$ cat src/rtl/countdown_timer_pkg.sv
// Shared definitions for the countdown timer: register map, CTRL/STATUS bit
// positions and FSM state encoding.
package countdown_timer_pkg;

    localparam logic [1:0] REG_CTRL   = 2'd0;
    localparam logic [1:0] REG_LOAD   = 2'd1;
    localparam logic [1:0] REG_COUNT  = 2'd2;
    localparam logic [1:0] REG_STATUS = 2'd3;

    localparam int CTRL_EN    = 0;
    localparam int CTRL_PER   = 1;
    localparam int CTRL_IE    = 2;
    localparam int STATUS_EXP = 0;

    localparam logic [1:0] ST_IDLE = 2'd0;
    localparam logic [1:0] ST_RUN  = 2'd1;
    localparam logic [1:0] ST_DONE = 2'd2;

    // CTRL read-back word; all bits other than EN/PER/IE read as zero.
    function automatic logic [31:0] ctrl_word(input logic en, input logic per, input logic ie);
        logic [31:0] w;
        w = '0;
        w[CTRL_EN]  = en;
        w[CTRL_PER] = per;
        w[CTRL_IE]  = ie;
        return w;
    endfunction

endpackage

$ cat src/rtl/tick_gen.sv
// Prescaler: counts 0..F_DIV while run is high and pulses tick on F_DIV,
// giving one tick every F_DIV+1 cycles. clr forces the count back to 0.
module tick_gen #(
    parameter int F_DIV = 100_000
) (
    input  logic clk,
    input  logic rst,
    input  logic clr,
    input  logic run,
    output logic tick
);
    localparam int CNT_W = ($clog2(F_DIV + 1) > 0) ? $clog2(F_DIV + 1) : 1;
    localparam logic [CNT_W-1:0] TERM = CNT_W'(F_DIV);

    logic [CNT_W-1:0] cnt_q, cnt_d;

    assign tick = run && (cnt_q == TERM);

    always_comb begin
        cnt_d = cnt_q;
        if (clr) begin
            cnt_d = '0;
        end else if (run) begin
            cnt_d = tick ? '0 : cnt_q + 1'b1;
        end
    end

    always_ff @(posedge clk) begin
        if (rst) begin
            cnt_q <= '0;
        end else begin
            cnt_q <= cnt_d;
        end
    end
endmodule

$ cat src/rtl/countdown_timer.sv
// Register-mapped countdown timer with IDLE/RUN/DONE control and a level irq.
// Periodic reload (CTRL.PER) exists only when COUNTDOWN_TIMER_AUTORELOAD_EN is defined.
module countdown_timer
    import countdown_timer_pkg::*;
#(
    parameter int F_DIV = 100_000
) (
    input  logic        clk,
    input  logic        rst,
    input  logic [1:0]  A,
    input  logic [31:0] WD,
    input  logic        WE,
    output logic [31:0] RD,
    output logic        irq
);
    logic [1:0]  state_q, state_d;
    logic [31:0] load_q, load_d;
    logic [31:0] count_q, count_d;
    logic        ie_q, ie_d;
    logic        per_q, per_d;
    logic        exp_q, exp_d;
    logic        tick, presc_clr, expire;
    logic        wr_ctrl, wr_load, wr_status;

    assign wr_ctrl   = WE && (A == REG_CTRL);
    assign wr_load   = WE && (A == REG_LOAD);
    assign wr_status = WE && (A == REG_STATUS);

    tick_gen #(.F_DIV(F_DIV)) u_tick_gen (
        .clk  (clk),
        .rst  (rst),
        .clr  (presc_clr),
        .run  (state_q == ST_RUN),
        .tick (tick)
    );

    always_comb begin
        state_d   = state_q;
        load_d    = load_q;
        count_d   = count_q;
        ie_d      = ie_q;
        per_d     = per_q;
        presc_clr = 1'b0;
        expire    = 1'b0;

        if (wr_load) begin
            load_d = WD;
        end

        // A CTRL write overrides a tick landing in the same cycle.
        if (wr_ctrl) begin
            ie_d = WD[CTRL_IE];
`ifdef COUNTDOWN_TIMER_AUTORELOAD_EN
            per_d = WD[CTRL_PER];
`else
            per_d = 1'b0;
`endif
            if (WD[CTRL_EN]) begin
                count_d   = load_q;
                presc_clr = 1'b1;
                state_d   = ST_RUN;
            end else begin
                state_d = ST_IDLE;
            end
        end else if ((state_q == ST_RUN) && tick) begin
            if (count_q != 32'd0) begin
                count_d = count_q - 32'd1;
            end else begin
                expire = 1'b1;
                if (per_q) begin
                    count_d = load_q;
                end else begin
                    state_d = ST_DONE;
                end
            end
        end

        // Set has priority over the W1C clear.
        exp_d = exp_q;
        if (wr_status && WD[STATUS_EXP]) begin
            exp_d = 1'b0;
        end
        if (expire) begin
            exp_d = 1'b1;
        end
    end

    always_ff @(posedge clk) begin
        if (rst) begin
            state_q <= ST_IDLE;
            load_q  <= '0;
            count_q <= '0;
            ie_q    <= 1'b0;
            per_q   <= 1'b0;
            exp_q   <= 1'b0;
        end else begin
            state_q <= state_d;
            load_q  <= load_d;
            count_q <= count_d;
            ie_q    <= ie_d;
            per_q   <= per_d;
            exp_q   <= exp_d;
        end
    end

    always_comb begin
        RD = '0;
        case (A)
            REG_CTRL:   RD = ctrl_word(state_q == ST_RUN, per_q, ie_q);
            REG_LOAD:   RD = load_q;
            REG_COUNT:  RD = count_q;
            REG_STATUS: RD[STATUS_EXP] = exp_q;
            default:    RD = '0;
        endcase
    end

    assign irq = exp_q && ie_q;
endmodule

$ cat config.mk
export PLATFORM = sky130hd
export DESIGN_NAME = countdown_timer
export DESIGN_NICKNAME = d
export VERILOG_FILES = /design/src/rtl/countdown_timer_pkg.sv /design/src/rtl/tick_gen.sv /design/src/rtl/countdown_timer.sv
export SDC_FILE = /design/constraint.sdc
export NUM_CORES = 1
export LEC_CHECK = 0
export BUFFER_PORTS_ARGS = -buffer_cell sky130_fd_sc_hd__buf_2
export CAP_MARGIN = 20
export CORE_MARGIN = 2
export CORE_UTILIZATION = 40
export CTS_CLUSTER_SIZE = 8
export DETAILED_ROUTE_END_ITERATION = 6
export GPL_ROUTABILITY_DRIVEN = 0
export PLACE_DENSITY = 0.64
export SYNTH_ARGS = -nofsm -noshare
export SYNTH_HDL_FRONTEND = slang
export SYNTH_SLANG_ARGS = --single-unit
$ cat constraint.sdc
create_clock -name clk -period 6.9 [get_ports clk]
set_clock_uncertainty 0.15 [all_clocks]
set_input_delay 0.69 -clock clk [delete_from_list [all_inputs] [get_ports clk]]
set_output_delay 0.69 -clock clk [all_outputs]
set_load 0.05 [all_outputs]
==> metrics.csv <==
stage;metric;value;unit
run_status;status;completed;
setup_path;worst_setup_path_start_kind;register;
clock_tree;worstSkewPairLatency;0.38;ns
logic_synthesis;yosys-top-cells-area;dfxtp_1 38%, nand2_1 8.0%, a21oi_1 7.5%, a22o_1 7.0%, nor2_1 4.6%;
setup_path;worstPathMaxFanout;26;
logic_synthesis;async_reset_ff_share;0;%
logic_synthesis;synth_seq_cells;85;
logic_synthesis;synth-seq-area-share;38.03;%
hold_path;min_path_type;register to register;
finish;post-route-util;46.93;%
placement;dp.cells;754;
floorplan;rows;38;
placement;dp_slack;3.503;ns
flow_run;maxCapViolCount;0;
floorplan;die_w;109.8;µm
detailed_routing;vias;4430;
setup_path;cpLargestDelayFamily;simple AND/OR/NAND/NOR gates;
logic_synthesis;synth.largest_area_cell;dfxtp_1;
pwr;switching_share;31.94;%
logic_synthesis;postSynthCellCount;578;
logic_synthesis;synth_top_cell_area_share;38.03;%
pwr;p_per_area;206.9;mW/mm²
grt;grt_first_pass_wirelength;20390;µm
setup_path;path_class;register to register;
setup_path;crit_buf_inv;1;
sta;tightest_slew;0.7702;ns
detailed_routing;drt_iter0_drc;246;
logic_synthesis;yosysMostFrequentCell;nand2_1;
clock_tree;cts_buffer_depth;2;
logic_synthesis;syn-num-nets;618;
logic_synthesis;synth-main-ff-cell;dfxtp_1;
setup_path;cp.arrival;3.64;ns
detailed_routing;drc;0;
sta;finalHoldWorstSlack;0.3162;ns
setup_path;crit_chain;inv_1, ha_1, or3b_2, nor4_4, nand4_2, a31oi_4, o21ai_0, a21oi_1;
floorplan;start_util;41.09;%
grt;grt_max_degree;67;
setup_path;crit_slowest_cell;a31oi_4;
floorplan;die_h;109.8;µm
logic_synthesis;ys_warn_count;0;
pwr;p_total;1.057;mW
sta;hold_viol;0;
pwr;clock_power_share;32.4;%
logic_synthesis;syn_avg_cell_area;7.741;µm²
sta;fin_tns_setup;0;ns
detailed_routing;drtAntennaViolNets;0;
logic_synthesis;netlist_area;0.004474;mm²
grt;globalRouteTotalUtil;21.56;%
pwr;power.switching;0.3377;mW
clock_tree;cts_hold_buffers;0;
logic_synthesis;synth_cell_type_count;58;
sta;fin_crit;3.493;ns
sta;slew_viol_final;0;
grt;grt_pass1_vias;4201;
clock_tree;cts_resized;0;
placement;dp_hpwl;8454;µm
setup_path;critPathCaptureType;register;
clock_tree;cts_root_buf;clkbuf_8;
detailed_routing;vias_per_cell;5.753;
sta;post-route-period-util;50.62;%
setup_path;critPathRequiredTime;7.05;ns
finish;fin_cells;770;
pwr;peakVddDrop;0.08337;mV
floorplan;io_pins;70;
detailed_routing;drt-total-wl;12630;µm
clock_tree;numCtsBuffers;9;
grt;grt_antenna_before_repair;0;
finish;fin_nets;665;
finish;layout-drive-gt1-share;19.05;%
sta;fin_ws;3.407;ns
sta;setup_viol;0;
clock_tree;post-cts-setup-buffer-count;0;
detailed_routing;wl_per_cell;16.40;µm
pwr;p_leak;1.942;nW
setup_path;cp_slowest_stage_delay;0.71;ns
finish;diodes;0;
floorplan;core_area;0.01089;mm²
pwr;p_int;0.7194;mW
placement;place.port_buffers;69;
pwr;combinationalPowerShare;18.8;%
clock_tree;cts_tree;done;
logic_synthesis;synth_edf_count;0;
logic_synthesis;synth_common_cells;95 x nand2_1, 85 x dfxtp_1, 67 x a21oi_1;
sta;slew_headroom;48.53;%
finish;stdcell_area;0.005110;mm²
clock_tree;htreeDepth;3;
clock_tree;clock-sinks;85;
pwr;seqPwrFrac;48.7;%
sta;fmax;286.3;MHz
sta;grt_setup_unrepaired;false;
placement;place_area;0.004923;mm²
grt;grt.overflow.total;0;
floorplan;design.die.area;0.01205;mm²
detailed_routing;drt_first_pass_iters;5;
finish;syn2layout_area_growth;14.21;%
clock_tree;clkTransAtPathRegs;0.09;ns
-- routing by layer --
metal  GRT usage (%)  share of wire [%]
met1           28.84                 46
met2           34.04                 45
met3           3.557                7.0
met4           9.675                2.5
met5               0                  0
-- flip-flops by register name, summed over array words and instances (netlist names) --
signal,count
count_q,32
exp_q,1
ie_q,1
load_q,32
state_q,2
u_tick_gen.cnt_q,17
-- worst min-delay path, stage by stage (launching register included) --
cell	delay, ns
dfxtp_1	0.32
nand2_1	0.05
a21oi_1	0.05
-- cell type report --
class / count / area [µm²]
Clock buffer: 10 / 137.6
Clock inverter: 6 / 48.80
Multi-Input combinational cell: 444 / 2587
Timing Repair Buffer: 76 / 425.4
Fill cell: 1091 / 5778
Sequential cell: 85 / 1702
Tap cell: 140 / 175.2
Inverter: 9 / 33.78
-- path summary, 6_finish.rpt --
| kind | from | end | slack (ns) | cells after the start |
|---|---|---|---|---|
| setup / recovery | count_q[0]$_SDFFE_PP0P_ | count_q[17]$_SDFFE_PP0P_ | 3.41 | 8 |
| hold / removal | ie_q$_SDFFE_PP0P_ | ie_q$_SDFFE_PP0P_ | 0.32 | 2 |
| setup reg to reg | count_q[0]$_SDFFE_PP0P_ | count_q[17]$_SDFFE_PP0P_ | 3.41 | 8 |
| hold reg to reg | ie_q$_SDFFE_PP0P_ | ie_q$_SDFFE_PP0P_ | 0.32 | 2 |
-- placed cells by master (no fill, tap or decap), types with 9 or more instances in the layout --
master    count
a21oi_1      67
a22o_1       36
and3_1        9
buf_2        69
clkbuf_8     10
dfxtp_1      85
inv_1         9
nand2_1      95
nand3_1      14
nor2_1       55
nor3_1       12
nor4_1       10
o21ai_0      36
-- kinds of logic (layout without fill, tap and decap cells) --
logic type / count (synthesis) / in the layout / synth area share [%]
compound gates: 180 / 180 / 25.92
mux: 5 / 5 / 1.454
buf+inv: 49 / 101 / 4.279
fa+ha+maj: 3 / 3 / 0.8390
flops: 85 / 85 / 38.03
simple gates: 241 / 241 / 26.54
xor+xnor: 15 / 15 / 2.936
-- power groups by stage --
stage | Combinational (mW) | Clock [mW] | Sequential [mW]
floorplan | 0.148 | 0 | 0.522
global placement | 0.192 | 0 | 0.526
detailed placement | 0.197 | 0 | 0.526
CTS | 0.197 | 0.347 | 0.515
global route | 0.218 | 0.365 | 0.517
finish | 0.199 | 0.343 | 0.515
Power figures use the tool's default switching activity.
